### config.mk
export PLATFORM = sky130hd
export DESIGN_NAME = sevseg_scan
export DESIGN_NICKNAME = d
export VERILOG_FILES = /design/src/rtl/sevseg_scan.sv
export SDC_FILE = /design/constraint.sdc
export NUM_CORES = 1
export LEC_CHECK = 0
export BUFFER_PORTS_ARGS = -buffer_cell sky130_fd_sc_hd__buf_4
export CELL_PAD_IN_SITES_DETAIL_PLACEMENT = 0
export CELL_PAD_IN_SITES_GLOBAL_PLACEMENT = 1
export CORE_ASPECT_RATIO = 0.5
export CORE_MARGIN = 2
export CORE_UTILIZATION = 49
export DETAILED_ROUTE_END_ITERATION = 8
export PLACE_DENSITY = 0.83
export SYNTH_ARGS = -nofsm -noshare
export SYNTH_HDL_FRONTEND = slang
export SYNTH_SLANG_ARGS = --single-unit
export TNS_END_PERCENT = 50
### constraint.sdc
create_clock -name clk -period 4.43 [get_ports clk]
set_clock_uncertainty 0.1 [all_clocks]
set_input_delay 0.2215 -clock clk [delete_from_list [all_inputs] [get_ports clk]]
set_output_delay 0.2215 -clock clk [all_outputs]
set_load 0.005 [all_outputs]
### src/rtl/sevseg_scan.sv
// Time-multiplexed driver for an eight-digit common-anode seven-segment display.
// Define SEVSEG_LZ_BLANK_EN to enable leading-zero suppression of digits 1..7.
module sevseg_scan #(
   parameter int DIV       = 100000,
   parameter int BLANK_CYC = 16
) (
   input  logic        clk,
   input  logic        Rst,
   input  logic        en,
   input  logic [31:0] value,
   input  logic [7:0]  dp_mask,
   output logic [7:0]  an,
   output logic [6:0]  sev_out,
   output logic        dp,
   output logic        frame_done
);

   localparam int            PW      = $clog2(DIV);
   localparam logic [PW-1:0] P_LAST  = PW'(DIV - 1);
   localparam logic [PW-1:0] P_BLANK = PW'(BLANK_CYC);

   logic [PW-1:0] p_q, p_d;
   logic [2:0]    idx_q, idx_d;
   logic [31:0]   frame_q, frame_d;
   logic          load_q, load_d;
   logic [7:0]    an_q, an_d;
   logic [6:0]    sev_q, sev_d;
   logic          dp_q, dp_d;
   logic          frame_done_q, frame_done_d;

   logic [3:0]    nibble;
   logic          lz_supp;
   logic          lit;

   function automatic logic [6:0] seg_decode(input logic [3:0] n);
      logic [6:0] s;
      case (n)
         4'h0: s = 7'b0000001;
         4'h1: s = 7'b1001111;
         4'h2: s = 7'b0010010;
         4'h3: s = 7'b0000110;
         4'h4: s = 7'b1001100;
         4'h5: s = 7'b0100100;
         4'h6: s = 7'b0100000;
         4'h7: s = 7'b0001111;
         4'h8: s = 7'b0000000;
         4'h9: s = 7'b0000100;
         4'hA: s = 7'b0001000;
         4'hB: s = 7'b1100000;
         4'hC: s = 7'b0110001;
         4'hD: s = 7'b1000010;
         4'hE: s = 7'b0110000;
         default: s = 7'b0111000;
      endcase
      return s;
   endfunction

   // Scan state: the frame snapshot is taken only as the last slot of digit 7 ends.
   always_comb begin
      // NOTE: defaults first so every path assigns every variable and no latch is inferred.
      p_d     = p_q;
      idx_d   = idx_q;
      frame_d = frame_q;
      load_d  = 1'b0;
      if (en) begin
         if (p_q == P_LAST) begin
            p_d   = '0;
            idx_d = idx_q + 3'd1;
            if (idx_q == 3'd7) begin
               frame_d = value;
               load_d  = 1'b1;
            end
         end else begin
            p_d = p_q + PW'(1);
         end
      end
   end

   always_comb begin
      nibble = frame_q[{idx_q, 2'b00} +: 4];
`ifdef SEVSEG_LZ_BLANK_EN
      lz_supp = (idx_q != 3'd0) && ((frame_q >> {idx_q, 2'b00}) == 32'd0);
`else
      lz_supp = 1'b0;
`endif
      lit          = en && (p_q >= P_BLANK) && !lz_supp;
      an_d         = lit ? ~(8'b1 << idx_q) : 8'hFF;
      sev_d        = lit ? seg_decode(nibble) : 7'h7F;
      dp_d         = lit ? ~dp_mask[idx_q] : 1'b1;
      frame_done_d = load_q & en;
   end

   // NOTE: sequential state uses non-blocking assignments so all flops update together.
   always_ff @(posedge clk or posedge Rst) begin
      if (Rst) begin
         p_q          <= '0;
         idx_q        <= 3'd0;
         frame_q      <= 32'd0;
         load_q       <= 1'b0;
         an_q         <= 8'hFF;
         sev_q        <= 7'h7F;
         dp_q         <= 1'b1;
         frame_done_q <= 1'b0;
      end else begin
         p_q          <= p_d;
         idx_q        <= idx_d;
         frame_q      <= frame_d;
         load_q       <= load_d;
         an_q         <= an_d;
         sev_q        <= sev_d;
         dp_q         <= dp_d;
         frame_done_q <= frame_done_d;
      end
   end

   assign an         = an_q;
   assign sev_out    = sev_q;
   assign dp         = dp_q;
   assign frame_done = frame_done_q;

endmodule

==> results.json, run 1 <==
{
  "postRouteAntennaNets": 0,
  "cp.required_ns": 4.53,
  "dieWidth_um": 124,
  "dp_hpwl_mm": 4.74,
  "fin_crit_ns": 2.75,
  "drc": 0,
  "synth_nets": 327,
  "antenna_found_initial": 0,
  "rsz0062_at_grt": "no",
  "muxShareOfSynthArea_pct": 21.3,
  "clockPowerShare_pct": 42.4,
  "clk_pin_slew_worst_paths_ns": 0.05,
  "p_sw_mw": 0.351,
  "hold_start": "value[21]",
  "maxCapViolations": 0,
  "nets": 388,
  "netlist_area_um2": 3500,
  "drt-wirelength-per-cell_um": 15.3,
  "seqPwrFrac_pct": 47.3,
  "num_io_pins": 60,
  "viasPerCell": 5.21,
  "whs_path_depth": 2,
  "cts_setup_buffers": 0,
  "ys_seq_area_share_pct": 50.6,
  "drtIter0Drc": 112,
  "final-hold-violation-count": 0,
  "critPathKind": "reg -> reg",
  "slowest_stage": "nand2_2",
  "clockBufferDepth": 2,
  "vias": 2223,
  "cts_resized": 0,
  "finalCritPeriodShare_pct": 62.0,
  "path_max_fanout": 33,
  "peakVddDrop_mv": 0.238,
  "finalNonFillerCells": 427,
  "first_global_vias": 2345,
  "run_status": "finished clean",
  "startpoint_type": "flip-flop",
  "p_total_mw": 1.54,
  "pwr-share-comb_pct": 10.3,
  "hold_end": "frame_q[21]$_DFFE_PP0P_",
  "cp-startpoint": "p_q[0]$_DFFE_PP0P_",
  "cts_tree": "built",
  "coreArea_um2": 6810,
  "cts_made_buffers": 9,
  "crit_chain": "ha_1, nand4_1, or3_1, nor3_2, buf_4, nand2_2, mux2_4",
  "end_kind": "flip-flop",
  "drt_wl_total_mm": 6.55,
  "initial_core_util_pct": 51.4,
  "port_buffers": 59,
  "yosysWarningCount": 0,
  "setup_tns_ns": 0,
  "critPathArrivalTime_ns": 2.85,
  "drtPass1Iterations": 4,
  "cts_hold_buf": 1,
  "crit_buf_inv": 1,
  "synth_top_family_by_area": "multiplexers",
  "critical_path.top_delay_family": "simple AND/OR/NAND/NOR gates",
  "area_growth_pct": 22.3,
  "max_freq_mhz": 364,
  "reg2reg_slack_ns": 1.68,
  "max_slew_margin_pct": 29.0,
  "synth_compound_area_share_pct": 4.68,
  "drive_gt1_share_pct": 42.4,
  "dieArea_um2": 7880,
  "ys_ff_latch": 70,
  "antenna_cells": 0,
  "synthXorXnorAreaFrac_pct": 3.75,
  "syn_avg_cell_area_um2": 13.0,
  "synth.distinct_cells": 42,
  "worst_slew_pin_slew_ns": 1.06,
  "reg2reg_from": "p_q[0]$_DFFE_PP0P_",
  "clk_latency_ns": 0.33,
  "reg2regPathDepth": 7,
  "htree_levels": 3,
  "routabilityCongestion": 0.809,
  "grt_pass1_wl_mm": 11.3,
  "drv_slew": 0,
  "overflow": 0,
  "setup_viol": 0,
  "max_stage_delay_ns": 0.60,
  "std_cell_rows": 21,
  "place_inst": 411,
  "grt_start_max_net_pins": 45,
  "power.leakage_nw": 2.13,
  "final_util_pct": 62.9,
  "chipHeight_um": 63.8,
  "synthCells": 270,
  "cellPowerDensity_nw_per_um2": 361,
  "cts-root-buf": "clkbuf_16",
  "p_int_mw": 1.19,
  "nFillCells": 522,
  "r2r_end": "frame_q[7]$_DFFE_PP0P_",
  "sw_frac_of_total_pct": 22.7,
  "whs_ns": 0.0247,
  "synthSimpleGateAreaFrac_pct": 11.0,
  "cts.sinks": 70,
  "grt_usage_pct": 19.1,
  "synth-adder-area-share_pct": 5.00,
  "hp-class": "in -> reg"
}
through the flow:
stage,instance area [µm²],worst slack (ns)
floorplan,3500,2.13
global placement,3990,1.74
detailed placement,3990,1.70
CTS,4280,1.68
global route,4280,1.49
finish,4280,1.68
area by class of cell:
type	count	area (µm²)	area share, %
Timing Repair Buffer	62	468	10.9
Tap cell	92	115	2.69
Sequential cell	70	1770	41.4
Inverter	13	48.8	1.14
Multi-Input combinational cell	175	1600	37.3
Clock inverter	1	5.00	0.117
Clock buffer	14	274	6.40
state kept, by name (all words and copies together) (netlist names):
signal	cells
frame_q	32
dp	1
p_q	17
load_q	1
idx_q	3
sev_out	7
frame_done	1
an	8
synth_stat cells:
master	n	area, µm²
mux2_2	7	78.8
or2_2	1	6.26
nor3_2	1	10.0
o221ai_1	4	35.0
and2_1	2	12.5
o41ai_2	1	16.3
a22o_1	2	17.5
o22ai_1	2	12.5
nor4b_4	1	23.8
or3_1	3	18.8
buf_4	2	15.0
and4_1	1	8.76
xor2_1	6	52.6
dfstp_2	16	420
a32oi_1	1	8.76
ha_1	14	175
nand2b_1	1	6.26
inv_2	1	3.75
a21oi_1	3	15.0
mux4_2	8	180
o21ai_0	7	35.0
dfrtp_1	54	1350
nor4_1	5	31.3
o311ai_0	1	8.76
clkbuf_1	2	7.51
nand2_2	1	6.26
nand2_1	22	82.6
nand3_1	8	40.0
nor2b_1	1	6.26
buf_6	3	33.8
mux2i_1	5	50.1
nand3_2	1	10.0
or4_1	2	15.0
xnor2_1	9	78.8
nor2_1	16	60.1
mux2_4	29	435
inv_1	12	45.0
nand4_1	3	18.8
nor3_1	3	15.0
and3_1	2	12.5
buf_2	5	25.0
a211oi_1	2	15.0
logic make-up (layout without fill, tap and decap cells):
| logic type | after synthesis | in the layout |
|---|---|---|
| AOI/OAI and AO/OA | 23 | 23 |
| xor gates and xnor gates | 15 | 15 |
| adders and majority gates | 14 | 14 |
| buffers and inverters | 25 | 90 |
| DFF | 70 | 70 |
| muxes | 49 | 49 |
| and+or+nand+nor | 74 | 74 |
how the worst max path moves through the flow:
stage | endpoint | slack, ns | cells past startpoint
floorplan | sev_out[0]$_DFF_PP1_ | 2.13 | 8
global placement | frame_q[24]$_DFFE_PP0P_ | 1.74 | 7
CTS | frame_q[9]$_DFFE_PP0P_ | 1.68 | 7
detailed placement | frame_q[4]$_DFFE_PP0P_ | 1.70 | 7
global route | sev_out[0]$_DFF_PP1_ | 1.49 | 7
finish | frame_q[7]$_DFFE_PP0P_ | 1.68 | 7
placed cells by master, fill, tap and decap left out, types with 3 or more instances in the layout:
cell        n
nor2_1     16
or3_1       3
nand3_1     8
buf_4      61
ha_1       14
o221ai_1    4
dfstp_2    16
mux2i_1     5
mux2_2      7
mux4_2      8
nor3_1      3
nor4_1      5
nand4_1     3
xnor2_1     9
nand2_1    22
inv_1      11
a21oi_1     3
mux2_4     29
clkbuf_8    3
o21ai_0     7
dfrtp_1    54
xor2_1      6
clkbuf_16   9
per-layer routing:
layer / vias up / track usage, % / wire, µm
met1: 1105 / 26.0 / 3170
li1: 1072 / - / -
met5: - / 0 / 0
met2: 38 / 29.8 / 3080
met3: 8 / 5.27 / 236
met4: 0 / 6.39 / 64
worst reg2reg max path: cells and delay by family, from the launching register on:
kind,cells,cell delay [ns]
and+or+nand+nor,4,1.16
DFF,1,0.38
muxes,1,0.56
buffers and inverters,1,0.21
adders and majority gates,1,0.21
power groups by stage:
stage | registers, mW | clock network [mW] | logic (mW)
after global routing | 0.739 | 0.696 | 0.180
after CTS | 0.732 | 0.673 | 0.162
after floorplan | 0.731 | 0 | 0.0958
final | 0.731 | 0.655 | 0.159
after detailed placement | 0.742 | 0 | 0.161
after global placement | 0.740 | 0 | 0.156
Note: power is estimated with default switching activity, not from simulation.
==> run 2: changes to the inputs <==
--- a/config.mk
+++ b/config.mk
@@ -5,14 +5,15 @@
 export SDC_FILE = /design/constraint.sdc
 export NUM_CORES = 1
 export LEC_CHECK = 0
+export ABC_AREA = 1
 export BUFFER_PORTS_ARGS = -buffer_cell sky130_fd_sc_hd__buf_4
 export CELL_PAD_IN_SITES_DETAIL_PLACEMENT = 0
 export CELL_PAD_IN_SITES_GLOBAL_PLACEMENT = 1
 export CORE_ASPECT_RATIO = 0.5
 export CORE_MARGIN = 2
-export CORE_UTILIZATION = 49
+export CORE_UTILIZATION = 37
 export DETAILED_ROUTE_END_ITERATION = 8
-export PLACE_DENSITY = 0.83
+export PLACE_DENSITY = 0.73
 export SYNTH_ARGS = -nofsm -noshare
 export SYNTH_HDL_FRONTEND = slang
 export SYNTH_SLANG_ARGS = --single-unit
==> constraint.sdc (replaced) <==
create_clock -name clk -period 2.4 [get_ports clk]
set_clock_uncertainty 0.1 [all_clocks]
set_input_delay 0.12 -clock clk [delete_from_list [all_inputs] [get_ports clk]]
set_output_delay 0.12 -clock clk [all_outputs]
set_load 0.005 [all_outputs]
==> run 2 against run 1 <==
Sequential power up 86%. Sequential share of layout area down 6.5 points. Critical path depth up 4. Clock power up 120%. Maximum frequency up 29%. Area after synthesis up 9.6%. First-iteration DRC count up 46%. Count of clock-buffer cells in the layout unchanged. Combinational power rose to 2.9 times the previous value. Cell area up 19%.
==> results.json, run 2 <==
{
  "synth_compound_area_share_pct": 3.59,
  "final_common_cell": "nand2_1",
  "synth.distinct_cells": 30,
  "synth_ff_type": "dfrtp_1",
  "ys_ff_latch": 70,
  "p_sw_mw": 0.856,
  "end_kind": "flip-flop",
  "peakVddDrop_mv": 0.357,
  "drv_slew": 0,
  "initial_core_util_pct": 37.8,
  "crit_buf_inv": 2,
  "dieWidth_um": 148,
  "cts-root-buf": "clkbuf_16",
  "dp_hpwl_mm": 6.59,
  "crit_top_cell": "nand2_1",
  "synth_top_family_by_area": "simple AND/OR/NAND/NOR gates",
  "sw_frac_of_total_pct": 26.1,
  "finalCritPeriodShare_pct": 88.9,
  "placed_cell_area_um2": 4410,
  "routabilityCongestion": 0.822,
  "maxCapViolations": 0,
  "whs_ns": 0.0644,
  "max_slew_margin_pct": 72.1,
  "clockPowerShare_pct": 44.4,
  "yosysWarningCount": 0,
  "critical_path.top_delay_family": "simple AND/OR/NAND/NOR gates",
  "area_growth_pct": 32.4,
  "setup_tns_ns": 0,
  "cellPowerDensity_nw_per_um2": 645,
  "rsz0062_at_grt": "no",
  "critPathKind": "reg -> reg",
  "ys_top_cells_by_count": "nand2_1, inv_1, dfrtp_1",
  "largest_reg_flops": 32,
  "max_stage_delay_ns": 0.39,
  "synth_edf_count": 0,
  "cts.sinks": 70,
  "dieArea_um2": 11300,
  "drt_wl_total_mm": 9.62,
  "nets": 649,
  "antenna_found_initial": 0,
  "drc": 0,
  "stdcell_area_um2": 5080,
  "ys_seq_area_share_pct": 46.2,
  "netlist_area_um2": 3840,
  "grt_usage_pct": 18.3,
  "cts_tree": "built",
  "drt-wirelength-per-cell_um": 13.1,
  "cts_made_buffers": 9,
  "htree_levels": 3,
  "power.leakage_nw": 2.69,
  "synth_nets": 560,
  "slowest_stage": "dfrtp_1",
  "path_max_fanout": 22,
  "run_status": "finished clean",
  "final-hold-violation-count": 0,
  "grt.busiest_layer": "met2",
  "hp-class": "in -> reg",
  "drive_gt1_share_pct": 18.6,
  "synth_top_area_share_pct": 35.2,
  "critPathArrivalTime_ns": 2.28,
  "yosys-top-cells-area": "dfrtp_1, nand2_1, dfstp_2, nand3_1, nand4_1",
  "postRouteAntennaNets": 0,
  "synthSimpleGateAreaFrac_pct": 34.7,
  "num_io_pins": 60,
  "nFillCells": 1006,
  "synthMostInstantiatedCell": "nand2_1",
  "syn_avg_cell_area_um2": 7.63,
  "clk_latency_ns": 0.34,
  "fin_crit_ns": 2.13,
  "top_register": "frame_q",
  "port_buffers": 59,
  "synthXorXnorAreaFrac_pct": 0.913,
  "grt_use_met1_pct": 25.1,
  "grtUsageMet3_pct": 5.21,
  "p_int_mw": 2.42,
  "yosys.area.top_type": "dfrtp_1",
  "use_met2_pct": 28.3,
  "first_global_vias": 3442,
  "seqPwrFrac_pct": 41.6,
  "synth-adder-area-share_pct": 4.56,
  "clk_pin_slew_worst_paths_ns": 0.06,
  "worst_slew_pin_slew_ns": 0.416,
  "muxShareOfSynthArea_pct": 0,
  "final_cell_mix": "nand2_1, buf_4, inv_1, dfrtp_1, nand3_1",
  "coreArea_um2": 10100,
  "drtPass1Iterations": 4,
  "std_cell_rows": 26,
  "overflow": 0,
  "reg2reg_slack_ns": 0.27,
  "chipHeight_um": 76.0,
  "p_total_mw": 3.28,
  "antenna_cells": 0,
  "cts_resized": 0,
  "crit_chain": "inv_2, nand2_1, nand3_1, nand2_1, o21ai_1, inv_1, ha_1, nand3_1, nand2_1, nand2_1, nand3_1",
  "async_flop_share_pct": 100,
  "vias": 3476,
  "clockBufferDepth": 2,
  "synthCells": 503,
  "drtIter0Drc": 163,
  "max_freq_mhz": 469,
  "pwr-share-comb_pct": 14.1,
  "grt_pass1_wl_mm": 16.4,
  "grt_start_max_net_pins": 35,
  "cp.required_ns": 2.54,
  "viasPerCell": 4.72,
  "startpoint_type": "flip-flop",
  "final_util_pct": 50.1,
  "setup_viol": 0
}
## run 2: final cells by class
type	count	area, µm²	area share, %
Sequential cell	70	1770	34.9
Multi-Input combinational cell	342	1680	33.0
Timing Repair Buffer	103	868	17.1
Clock buffer	14	328	6.45
Inverter	66	248	4.87
Tap cell	140	175	3.45
Clock inverter	2	13.8	0.271
## run 2: repair_timing
item | in CTS | in global routing
hold buffers | 33 | 0
endpoints found under the hold margin | 48 | 0
setup buffers | 0 | 0
## run 2: final timing paths
path                                   endpoint  depth (start not counted)                 start
min in group asynchronous    p_q[0]$_DFFE_PP0P_                          3                   Rst
max                        sev_out[1]$_DFF_PP1_                         11  idx_q[0]$_DFFE_PP0P_
max reg2reg                sev_out[1]$_DFF_PP1_                         11  idx_q[0]$_DFFE_PP0P_
min                                dp$_DFF_PP1_                          4            dp_mask[1]
min reg2reg                frame_done$_DFF_PP0_                          2      load_q$_DFF_PP0_
max in group asynchronous  sev_out[4]$_DFF_PP1_                          4                   Rst
## run 2: worst min-delay path: stages
cell      delay (ns)
buf_4           0.08
nor2_1          0.03
o22ai_1         0.15
o211ai_1        0.11
## run 2: power groups by stage
stage	clock network, mW	logic, mW	registers, mW
global route	1.54	0.531	1.38
CTS	1.50	0.463	1.36
global placement	0	0.414	1.38
finish	1.45	0.461	1.36
floorplan	0	0.281	1.36
detailed placement	0	0.419	1.38
## run 2: cell families after synthesis
family                   Yosys count
AO/OA/AOI/OAI                     24
flip-flops                        70
XOR/XNOR                           4
AND/OR/NAND/NOR                  300
adder cells (fa/ha/maj)           14
buffers and inverters             91
## run 2: metrics by stage
| stage | std cells | setup WS [ns] |
|---|---|---|
| finish | 737 | 0.266 |
| global route | 737 | 0.0180 |
| CTS | 737 | 0.281 |
| detailed placement | 688 | 0.294 |
| global placement | 688 | 0.360 |
| floorplan | 503 | 0.438 |
## run 2: per-layer routing
metal / up-vias / wire length (µm)
met1: 1618 / 4710
met2: 54 / 4320
met3: 18 / 464
met5: - / 0
met4: 0 / 131
li1: 1786 / -
